File: src/rtl/ex_stage_mdu_pkg.sv
// Shared encodings for the execute stage and its multiply/divide unit.
// MDU op codes are decoded upstream; FSM states are private to the MDU.
package ex_stage_mdu_pkg;

  typedef enum logic [3:0] {
    MDU_NONE  = 4'd0,
    MDU_MULT  = 4'd1,
    MDU_MULTU = 4'd2,
    MDU_DIV   = 4'd3,
    MDU_DIVU  = 4'd4,
    MDU_MFHI  = 4'd5,
    MDU_MFLO  = 4'd6,
    MDU_MTHI  = 4'd7,
    MDU_MTLO  = 4'd8
  } mdu_op_e;

  typedef enum logic [1:0] {
    ST_IDLE = 2'd0,
    ST_BUSY = 2'd1,
    ST_DONE = 2'd2
  } mdu_state_e;

  localparam logic [4:0] EXC_OV = 5'd12;

  function automatic logic is_mdu_op(input logic [3:0] op);
    return (op == MDU_MULT) || (op == MDU_MULTU) || (op == MDU_DIV) || (op == MDU_DIVU);
  endfunction

  function automatic logic is_div_op(input logic [3:0] op);
    return (op == MDU_DIV) || (op == MDU_DIVU);
  endfunction

  function automatic logic is_signed_op(input logic [3:0] op);
    return (op == MDU_MULT) || (op == MDU_DIV);
  endfunction

endpackage

File: src/rtl/ex_stage_mdu_iter.sv
// Iterative multiply/divide unit: FSM, counter, restoring divider, multiplier, HI/LO.
// HI/LO commit on the edge the MDU instruction leaves the stage, or on an accepted MTHI/MTLO.
module ex_stage_mdu_iter
  import ex_stage_mdu_pkg::*;
#(
  parameter int W       = 32,
  parameter int MUL_LAT = 5
) (
  input  logic         i_clk,
  input  logic         i_reset,
  input  logic         i_flush,
  input  logic         i_live,
  input  logic         i_allowin_next,
  input  logic [3:0]   i_op,
  input  logic [W-1:0] i_a,
  input  logic [W-1:0] i_b,
  output logic         o_start,
  output logic         o_busy,
  output logic         o_done,
  output logic [W-1:0] o_hi,
  output logic [W-1:0] o_lo
);

  localparam int CNT_MAX = (W > MUL_LAT) ? W : MUL_LAT;
  localparam int CW      = $clog2(CNT_MAX + 1);
  localparam logic [CW-1:0] CNT_DIV = CW'(W);
  localparam logic [CW-1:0] CNT_MUL = CW'(MUL_LAT);

  mdu_state_e      r_state, w_state_nxt;
  logic [CW-1:0]   r_cnt;
  logic [W-1:0]    r_a, r_b, r_rem, r_quo, r_dvs, r_hi, r_lo;
  logic            r_sgn, r_div, r_qneg, r_rneg;

  logic            w_go, w_sgn, w_accept;
  logic [W-1:0]    w_abs_a, w_abs_b, w_q_fix, w_r_fix, w_hi_res, w_lo_res;
  logic [W:0]      w_shift, w_trial;
  logic [2*W-1:0]  w_ax, w_bx, w_prod;

  assign w_sgn   = is_signed_op(i_op);
  assign w_go    = i_live && is_mdu_op(i_op) && (r_state == ST_IDLE);
  assign w_abs_a = (w_sgn && i_a[W-1]) ? -i_a : i_a;
  assign w_abs_b = (w_sgn && i_b[W-1]) ? -i_b : i_b;

  always_comb begin
    w_state_nxt = r_state;
    o_start     = 1'b0;
    case (r_state)
      ST_IDLE: if (w_go) begin
        w_state_nxt = ST_BUSY;
        o_start     = 1'b1;
      end
      ST_BUSY: if (r_cnt == CW'(1)) w_state_nxt = ST_DONE;
      ST_DONE: if (i_allowin_next) w_state_nxt = ST_IDLE;
      default: w_state_nxt = ST_IDLE;
    endcase
    if (i_flush) w_state_nxt = ST_IDLE;
  end

  // One restoring step: remainder never exceeds W bits, bit W flags a failed trial.
  assign w_shift  = {r_rem, r_quo[W-1]};
  assign w_trial  = w_shift - {1'b0, r_dvs};
  assign w_accept = !w_trial[W];

  assign w_ax   = {{W{r_sgn & r_a[W-1]}}, r_a};
  assign w_bx   = {{W{r_sgn & r_b[W-1]}}, r_b};
  assign w_prod = w_ax * w_bx;

  assign w_q_fix  = r_qneg ? -r_quo : r_quo;
  assign w_r_fix  = r_rneg ? -r_rem : r_rem;
  assign w_hi_res = r_div ? w_r_fix : w_prod[2*W-1:W];
  assign w_lo_res = r_div ? w_q_fix : w_prod[W-1:0];

  always_ff @(posedge i_clk) begin
    if (i_reset) begin
      r_state <= ST_IDLE;
      r_cnt   <= '0;
      r_a     <= '0;
      r_b     <= '0;
      r_rem   <= '0;
      r_quo   <= '0;
      r_dvs   <= '0;
      r_sgn   <= 1'b0;
      r_div   <= 1'b0;
      r_qneg  <= 1'b0;
      r_rneg  <= 1'b0;
    end else begin
      r_state <= w_state_nxt;
      if (w_go) begin
        r_cnt  <= is_div_op(i_op) ? CNT_DIV : CNT_MUL;
        r_a    <= i_a;
        r_b    <= i_b;
        r_rem  <= '0;
        r_quo  <= w_abs_a;
        r_dvs  <= w_abs_b;
        r_sgn  <= w_sgn;
        r_div  <= is_div_op(i_op);
        r_qneg <= w_sgn && (i_a[W-1] ^ i_b[W-1]);
        r_rneg <= w_sgn && i_a[W-1];
      end else if (r_state == ST_BUSY) begin
        r_cnt <= r_cnt - CW'(1);
        if (r_div) begin
          r_rem <= w_accept ? w_trial[W-1:0] : w_shift[W-1:0];
          r_quo <= {r_quo[W-2:0], w_accept};
        end
      end
    end
  end

  always_ff @(posedge i_clk) begin
    if (i_reset) begin
      r_hi <= '0;
      r_lo <= '0;
    end else if (r_state == ST_DONE && i_allowin_next && !i_flush) begin
      r_hi <= w_hi_res;
      r_lo <= w_lo_res;
    end else if (i_live && i_allowin_next) begin
      if (i_op == MDU_MTHI) r_hi <= i_a;
      if (i_op == MDU_MTLO) r_lo <= i_a;
    end
  end

  assign o_busy = (r_state != ST_IDLE);
  assign o_done = (r_state == ST_DONE);
  assign o_hi   = r_hi;
  assign o_lo   = r_lo;

endmodule

File: src/rtl/ex_stage_mdu.sv
// Execute stage with iterative MDU: stalls MDU ops until done, merges overflow into exc_o.
// Registers result/pc/exc into the E/M boundary whenever the M stage can accept.
module ex_stage_mdu
  import ex_stage_mdu_pkg::*;
#(
  parameter int W       = 32,
  parameter int MUL_LAT = 5
) (
  input  logic         clk,
  input  logic         reset,
  input  logic         flush,
  input  logic         valid_last,
  input  logic         allowin_next,
  output logic         allowin,
  output logic         ready_go,
  output logic         valid,
  input  logic [3:0]   op_i,
  input  logic [W-1:0] a_i,
  input  logic [W-1:0] b_i,
  input  logic [W-1:0] alu_i,
  input  logic         ov_i,
  input  logic [31:0]  pc_i,
  input  logic [4:0]   exc_i,
  output logic [W-1:0] result_o,
  output logic [31:0]  pc_o,
  output logic [4:0]   exc_o,
  output logic         start,
  output logic         busy
);

  logic         w_live, w_done;
  logic [W-1:0] w_hi, w_lo, w_res;
  logic [4:0]   w_exc;
  logic         r_valid;
  logic [W-1:0] r_result;
  logic [31:0]  r_pc;
  logic [4:0]   r_exc;

  assign w_live = valid_last && (exc_i == 5'd0) && !flush;

  ex_stage_mdu_iter #(.W(W), .MUL_LAT(MUL_LAT)) u_mdu_iter (
    .i_clk          (clk),
    .i_reset        (reset),
    .i_flush        (flush),
    .i_live         (w_live),
    .i_allowin_next (allowin_next),
    .i_op           (op_i),
    .i_a            (a_i),
    .i_b            (b_i),
    .o_start        (start),
    .o_busy         (busy),
    .o_done         (w_done),
    .o_hi           (w_hi),
    .o_lo           (w_lo)
  );

  assign ready_go = w_done || !is_mdu_op(op_i) || !w_live;
  assign allowin  = ready_go && allowin_next;

  assign w_res = (op_i == MDU_MFHI) ? w_hi :
                 (op_i == MDU_MFLO) ? w_lo : alu_i;
  assign w_exc = (exc_i != 5'd0) ? exc_i : (ov_i ? EXC_OV : 5'd0);

  // A flush with M stalled still kills whatever sits in the E/M register.
  always_ff @(posedge clk) begin
    if (reset) begin
      r_valid  <= 1'b0;
      r_result <= '0;
      r_pc     <= '0;
      r_exc    <= '0;
    end else if (allowin_next) begin
      r_valid  <= valid_last && ready_go && (exc_i == 5'd0) && !flush;
      r_result <= w_res;
      r_pc     <= pc_i;
      r_exc    <= w_exc;
    end else if (flush) begin
      r_valid  <= 1'b0;
    end
  end

  assign valid    = r_valid;
  assign result_o = r_result;
  assign pc_o     = r_pc;
  assign exc_o    = r_exc;

endmodule

File: config.mk
export PLATFORM = sky130hd
export DESIGN_NAME = ex_stage_mdu
export DESIGN_NICKNAME = d
export VERILOG_FILES = /design/src/rtl/ex_stage_mdu_pkg.sv /design/src/rtl/ex_stage_mdu_iter.sv /design/src/rtl/ex_stage_mdu.sv
export SDC_FILE = /design/constraint.sdc
export NUM_CORES = 2
export LEC_CHECK = 0
export ABC_AREA = 0
export BUFFER_PORTS_ARGS = -buffer_cell sky130_fd_sc_hd__buf_2
export CAP_MARGIN = 15
export CORE_ASPECT_RATIO = 0.5
export CORE_MARGIN = 3
export CORE_UTILIZATION = 59
export CTS_CLUSTER_DIAMETER = 150
export DETAILED_ROUTE_END_ITERATION = 12
export GPL_TIMING_DRIVEN = 0
export PLACE_DENSITY = 0.8
export SETUP_SLACK_MARGIN = 0.4
export SLEW_MARGIN = 20
export SYNTH_ARGS = -nofsm -noshare
export SYNTH_HDL_FRONTEND = slang
export SYNTH_SLANG_ARGS = --single-unit
File: constraint.sdc
create_clock -name clk -period 8.2 [get_ports clk]
set_input_delay 1.64 -clock clk [delete_from_list [all_inputs] [get_ports clk]]
set_output_delay 1.64 -clock clk [all_outputs]
set_load 0.005 [all_outputs]
-- Word-level counts from Yosys, hierarchy flattened
Index checks and enable logic that the tools add are counted.
- flip-flop bits (word level): 306
- output and inout bits: 74
- logic and storage cells: 114
- add/subtract/negate cells: 6
- $mul: 1
- eq/ne operators: 14
- mux-type cells: 31
- bitwise gates (word level): 3
- reductions and logical operators: 42
- operators with widths (cell ; count):
    $mux W32 ; 18
    $neg A32 Y32 ; 4
    $mul A33 B33 Y64 ; 1
    $sub A33 B32 Y33 ; 1
    $mux W6 ; 3
    $eq A4 B3 Y1 const B ; 4
    $logic_and A1 B1 Y1 ; 14
    $reduce_bool A2 Y1 ; 7
    $eq A4 B2 Y1 const B ; 2
    $reduce_and A2 Y1 ; 4
    $logic_or A1 B1 Y1 ; 7
    $eq A6 B1 Y1 const B ; 1
    $mux W2 ; 3
    $pmux W2 S3 ; 1
    $sub A6 B1 Y6 const B ; 1
    $logic_not A5 Y1 ; 1
    $mux W5 ; 1
    $reduce_bool A5 Y1 ; 1
    $eq A4 B1 Y1 const B ; 1
    $eq A4 B4 Y1 const B ; 1
    $logic_not A1 Y1 ; 4
    $mux W1 ; 4
    $mux W4 ; 1
    $ne A2 B1 Y1 const B ; 2
    other kinds (8) ; 10

-- Depth between registers and ports, before layout
- depth after elaboration: 11
- mapped depth: 31
- gate-level depth less buffers: 28

-- By module
Synthesis repeated with hierarchy kept, for this count alone.
- cells, all modules: 6527
- area total of the unflattened synthesis: 56481.7 sq um
- modules (own cells, without submodules) (module ; times used ; cells an instance ; area an instance (sq um) ; seq. area each (sq um)):
    ex_stage_mdu_iter ; 1 ; 6094 ; 52376.5 ; 4704.5
    ex_stage_mdu ; 1 ; 433 ; 4105.2 ; 1401.3

-- Worst setup path after synthesis
Ideal clock, no wire load.
- kind: reg-to-reg
- start point: reg u_mdu_iter.r_a[31]
- end point: reg u_mdu_iter.r_hi[28] (netlist: u_mdu_iter.o_hi[28])
- library setup time: 0.076 ns
- arrival time: 7.804 ns
- required time: 8.124 ns
- path slack: 0.320 ns
- cell stages (with the launch flop): 32
- buffers on the path: 3
- period minus slack after synthesis: 7.880 ns
- cell sequence: dfxtp_1 clkbuf_1 and2_1 clkbuf_1 nand2_1 inv_1 fa_1 inv_1 fa_1 inv_1 fa_1 fa_1 inv_1 fa_1 inv_1 fa_1 inv_1 fa_1 fa_1 inv_1 ha_1 clkbuf_1 a21oi_1 o21ai_0 a21o_1 a21o_1 a31oi_1 and3_1 nor3_1 a21oi_1 a21oi_1 o22ai_1
- cells in the longest elaborated chain, start to end: 4
- ends and longest elaborated chain (what ; line ; text):
    from (decl) ; ex_stage_mdu_iter.sv:31 ; logic [W-1:0] r_a, r_b, r_rem, r_quo, r_dvs, r_hi, r_lo;
    from (signal assigned) ; ex_stage_mdu_iter.sv:90 ; r_a <= i_a;
    $and A1 B1 Y1 ; ex_stage_mdu_iter.sv:64 ; assign w_ax = {{W{r_sgn & r_a[W-1]}}, r_a};
    $mul A33 B33 Y64 (*) ; ex_stage_mdu_iter.sv:66 ; assign w_prod = w_ax * w_bx;
    $mux W32 (*) ; ex_stage_mdu_iter.sv:70 ; assign w_hi_res = r_div ? w_r_fix : w_prod[2*W-1:W];
    $mux W32 (*) ; ex_stage_mdu_iter.sv:113 ; end else if (r_state == ST_DONE && i_allowin_next && !i_flush) begin
    to (signal assigned) ; ex_stage_mdu_iter.sv:114 ; r_hi <= w_hi_res;
    to (signal assigned) ; ex_stage_mdu_iter.sv:117 ; if (i_op == MDU_MTHI) r_hi <= i_a;
    to (decl) ; ex_stage_mdu_iter.sv:31 ;
Every way passes the cells marked *; elsewhere a longest branch is shown, timed or not.
A chain may end at the register's enable or synchronous reset.

-- Worst setup path in the final report
- start point: reg u_mdu_iter.r_a[24]
- end point: reg u_mdu_iter.r_hi[27] (netlist: u_mdu_iter.o_hi[27])
- cells in the longest elaborated chain, start to end: 3
- ends and longest elaborated chain (what ; line):
    $mul A33 B33 Y64 ; ex_stage_mdu_iter.sv:66
    $mux W32 ; ex_stage_mdu_iter.sv:70
    $mux W32 ; ex_stage_mdu_iter.sv:113
Every way passes these cells.

==> impl_metrics.sql <==
INSERT INTO impl_metrics (metric_group, metric, value, unit) VALUES
('placed_design', 'dp_cells', '7800', ''),
('final_layout', 'final_cell_count_no_fill', '8028', ''),
('route', 'drt-initial-drc-count', '6654', ''),
('power_and_ir_drop', 'power', '0.00334', 'W'),
('final_layout', 'final_net_count', '8256', ''),
('flow_run', 'drv_cap', '0', ''),
('power_and_ir_drop', 'static-leakage-power', '29.7', 'nW'),
('synth', 'synth.area.mux_share', '3.39', '%'),
('synth', 'synth_enable_flop_cells', '0', ''),
('synth', 'post_synth_instance_area', '0.0552', 'mm²'),
('synth', 'synth_compound_area_share', '8.96', '%'),
('synth', 'synth_flop_cell', 'sky130_fd_sc_hd__dfxtp_1', ''),
('global_route', 'sum_of_overflow_across_all_layers_after_global_routing', '0', ''),
('synth', 'post_synth_xor_area_fraction', '3.37', '%'),
('setup_path', 'timing.critical_path.from_type', 'flop', ''),
('setup_path', 'worst-r2r-setup-slack', '9', 'ps'),
('power_and_ir_drop', 'power_density_normalized_to_cell_area', '52.9', 'mW/mm²'),
('final_layout', 'synthToLayoutAreaGrowth', '14.6', '%'),
('setup_path', 'rr_endpoint', 'u_mdu_iter.o_hi[27]', ''),
('synth', 'syn-mean-instance-area', '8.69', 'µm²'),
('setup_path', 'startpoint', 'u_mdu_iter.r_a[24]', ''),
('power_and_ir_drop', 'worst_case_vdd_ir_drop', '192', 'µV'),
('route', 'final_antenna_violating_net_count', '0', ''),
('timing', 'timing_max_transition_violations_final', '0', ''),
('timing', 'grt_setup_unrepaired', 'yes', ''),
('worst_hold_path', 'timing.hold.worst_path_depth', '2', ''),
('route', 'drc_errors', '0', ''),
('outcome', 'result_of_the_run', 'complete, no violations', ''),
('timing', 'period_minus_slack', '8190', 'ps'),
('global_route', 'grt_pass1_wl', '313000', 'µm'),
('floorplan', 'initial_core_utilization', '60.2', '%'),
('cts', 'insertion_delay', '600', 'ps'),
('final_layout', 'n_fill_cell', '7074', ''),
('worst_hold_path', 'min_path_type', 'flop to flop', ''),
('synth', 'yosys.area_share.simple', '16.1', '%'),
('synth', 'number_of_cells_produced_by_synthesis', '6350', ''),
('synth', 'library_cell_occupying_the_most_area_in_the_post_synthesis_netlist', 'sky130_fd_sc_hd__fa_1', ''),
('setup_path', 'crit-reg2reg-launch', 'u_mdu_iter.r_a[24]', ''),
('timing', 'max-slew-margin-rel', '20.3', '%'),
('synth', 'synth.top_cell.area_share', '40.9', '%'),
('placed_design', 'hpwl', '174000', 'µm'),
('floorplan', 'std_cell_core_area', '0.0916', 'mm²'),
('cts', 'cts.path.max_buffers', '3', ''),
('route', 'routed_wire_length_per_instance', '27.1', 'µm'),
('global_route', 'antenna_found_initial', '18', ''),
('timing', 'setup_total_negative_slack', '0', 'ps'),
('global_route', 'grt_pass1_vias', '48400', ''),
('cts', 'cts_hold_buf', '0', ''),
('timing', 'finClkSkew', '32.0', 'ps'),
('cts', 'numCtsBuffers', '31', ''),
('setup_path', 'end_kind', 'flop', ''),
('floorplan', 'pin_count', '217', ''),
('setup_path', 'worst_ep_required_time', '8710', 'ps'),
('route', 'drt_wirelength', '218000', 'µm'),
('placed_design', 'io_buffer_count', '209', ''),
('global_route', 'grt.total_usage', '43.9', '%'),
('global_route', 'grt_max_degree', '25', ''),
('cts', 'tritoncts_num_sinks', '305', ''),
('timing', 'final_cycle_share', '99.9', '%'),
('synth', 'synthAdderAreaFrac', '46.5', '%'),
('floorplan', 'die_height', '222', 'µm'),
('floorplan', 'die_x', '438', 'µm'),
('final_layout', 'regArea', '0.00627', 'mm²'),
('floorplan', 'design.die.area', '0.0974', 'mm²'),
('setup_path', 'timing_worst_setup_path_type', 'flop to flop', ''),
('worst_hold_path', 'worstHoldStart', 'u_mdu_iter.r_dvs[31]', ''),
('synth', 'synth_common_cells', 'sky130_fd_sc_hd__inv_1 (1,158), sky130_fd_sc_hd__fa_1 (1,126), sky130_fd_sc_hd__nand2_1 (1,020), sky130_fd_sc_hd__clkbuf_1 (368), sky130_fd_sc_hd__and2_1 (367)', ''),
('timing', 'final.hold.worst_slack', '452', 'ps'),
('cts', 'path_clk_slew', '70', 'ps'),
('placed_design', 'globalplace.congestion', '1.14', ''),
('route', 'drt_pass1_iterations', '9', '');
-- worst max-delay path, stage by stage, from the launching register on --
cell and delay [ps]:
sky130_fd_sc_hd__dfxtp_4 470, sky130_fd_sc_hd__buf_4 280, sky130_fd_sc_hd__nand2_1 130, sky130_fd_sc_hd__fa_1 470
sky130_fd_sc_hd__fa_1 530, sky130_fd_sc_hd__inv_1 60, sky130_fd_sc_hd__fa_2 610, sky130_fd_sc_hd__inv_2 50
sky130_fd_sc_hd__fa_1 530, sky130_fd_sc_hd__inv_1 50, sky130_fd_sc_hd__fa_1 560, sky130_fd_sc_hd__fa_1 440
sky130_fd_sc_hd__fa_1 540, sky130_fd_sc_hd__inv_2 40, sky130_fd_sc_hd__fa_2 680, sky130_fd_sc_hd__inv_2 90
sky130_fd_sc_hd__ha_4 280, sky130_fd_sc_hd__buf_6 110, sky130_fd_sc_hd__nand4_1 130, sky130_fd_sc_hd__buf_4 180
sky130_fd_sc_hd__a2111oi_4 300, sky130_fd_sc_hd__buf_4 190, sky130_fd_sc_hd__o2111ai_4 160, sky130_fd_sc_hd__a21oi_4 260
sky130_fd_sc_hd__a211oi_4 130, sky130_fd_sc_hd__or3_1 320, sky130_fd_sc_hd__a21o_1 250, sky130_fd_sc_hd__a221oi_2 240
-- what timing repair did --
| item | CTS | global route |
|---|---|---|
| pin swaps | 66 | 133 |
| setup buffers | 37 | 105 |
| setup endpoints to repair | 43 | 41 |
| gates resized for setup | 654 | 451 |
| gates cloned | 0 | 2 |
-- report_power, final --
group | internal (W) | switching, W | total (W)
Clock | 0.000886 | 0.000645 | 0.00153
Combinational | 0.000110 | 0.000199 | 0.000309
Sequential | 0.00149 | 0.0000137 | 0.00150
-- stage by stage --
| stage | utilization [%] | setup slack [ps] |
|---|---|---|
| after global routing | 68.9 | -133 |
| after detailed placement | 63.0 | -1540 |
| after global placement | 63.0 | -1510 |
| after floorplan | - | 443 |
| after CTS | 66.6 | 138 |
| final | 69.0 | 9.18 |
-- state kept, by name (all words and copies together), names as in the netlist --
name and count:
u_mdu_iter.r_b 31, u_mdu_iter.o_lo 32, exc_o 5, result_o 32, u_mdu_iter.r_quo 32, u_mdu_iter.r_rem 32, u_mdu_iter.r_cnt 6, u_mdu_iter.r_state 2
u_mdu_iter.o_hi 32, valid 1, u_mdu_iter.r_qneg 1, u_mdu_iter.r_sgn 1, u_mdu_iter.r_rneg 1, u_mdu_iter.r_dvs 32, pc_o 32, u_mdu_iter.r_a 32
u_mdu_iter.r_div 1
-- placed cells by master, fill, tap and decap left out, types with 35 or more instances in the layout --
| master | Yosys | final |
|---|---|---|
| sky130_fd_sc_hd__xnor2_1 | 139 | 126 |
| sky130_fd_sc_hd__mux2i_1 | 181 | 179 |
| sky130_fd_sc_hd__dfxtp_4 | 0 | 40 |
| sky130_fd_sc_hd__clkbuf_16 | 0 | 38 |
| sky130_fd_sc_hd__clkbuf_8 | 0 | 38 |
| sky130_fd_sc_hd__and2_1 | 367 | 363 |
| sky130_fd_sc_hd__o21ai_0 | 166 | 147 |
| sky130_fd_sc_hd__nor2_1 | 307 | 300 |
| sky130_fd_sc_hd__buf_2 | 6 | 224 |
| sky130_fd_sc_hd__fa_2 | 0 | 56 |
| sky130_fd_sc_hd__a211oi_1 | 111 | 98 |
| sky130_fd_sc_hd__xor2_1 | 73 | 66 |
| sky130_fd_sc_hd__a21o_1 | 45 | 45 |
| sky130_fd_sc_hd__a21oi_1 | 258 | 235 |
| sky130_fd_sc_hd__buf_12 | 0 | 35 |
| sky130_fd_sc_hd__buf_4 | 3 | 148 |
| sky130_fd_sc_hd__clkbuf_2 | 0 | 46 |
| sky130_fd_sc_hd__inv_1 | 1158 | 1112 |
| sky130_fd_sc_hd__inv_2 | 1 | 40 |
| sky130_fd_sc_hd__ha_1 | 250 | 225 |
| sky130_fd_sc_hd__clkbuf_1 | 368 | 146 |
| sky130_fd_sc_hd__nand2_1 | 1020 | 1014 |
| sky130_fd_sc_hd__fa_1 | 1126 | 1070 |
| sky130_fd_sc_hd__dfxtp_1 | 305 | 254 |
-- layer usage --
layer | vias to the layer above | routed length [µm] | track usage [%]
met3 | 905 | 39400 | 23.7
li1 | 20200 | - | -
met5 | - | 1170 | 2.93
met2 | 3976 | 85200 | 60.0
met1 | 24200 | 77700 | 56.3
met4 | 40 | 14300 | 20.9
-- logic make-up after synthesis --
group                      Yosys count
DFF                                305
xor gates and xnor gates           212
muxes                              186
AOI/OAI and AO/OA                  779
buffers and inverters             1550
and+or+nand+nor                   1942
adders and majority gates         1376
-- worst max-delay path by stage --
stage                                     end  slack [ps]  cells past startpoint
after global routing      u_mdu_iter.o_hi[27]        -130                     28
after global placement    u_mdu_iter.o_hi[23]       -1510                     26
after floorplan           u_mdu_iter.o_hi[28]         440                     31
after detailed placement  u_mdu_iter.o_hi[23]       -1540                     28
final                     u_mdu_iter.o_hi[27]           9                     27
after CTS                 u_mdu_iter.o_hi[28]         140                     31
-- final cells by class --
| type | count | area share (%) |
|---|---|---|
| inverter | 1159 | 6.92 |
| timing repair buffer | 354 | 3.65 |
| clock buffer | 39 | 1.34 |
| tap | 1240 | 2.46 |
| buffer | 391 | 5.00 |
| sequential | 305 | 9.92 |
| multi-input combinational | 4495 | 70.3 |
| clock inverter | 17 | 0.356 |
| antenna | 28 | 0.111 |
No activity file was read; power rests on OpenSTA's default activity.
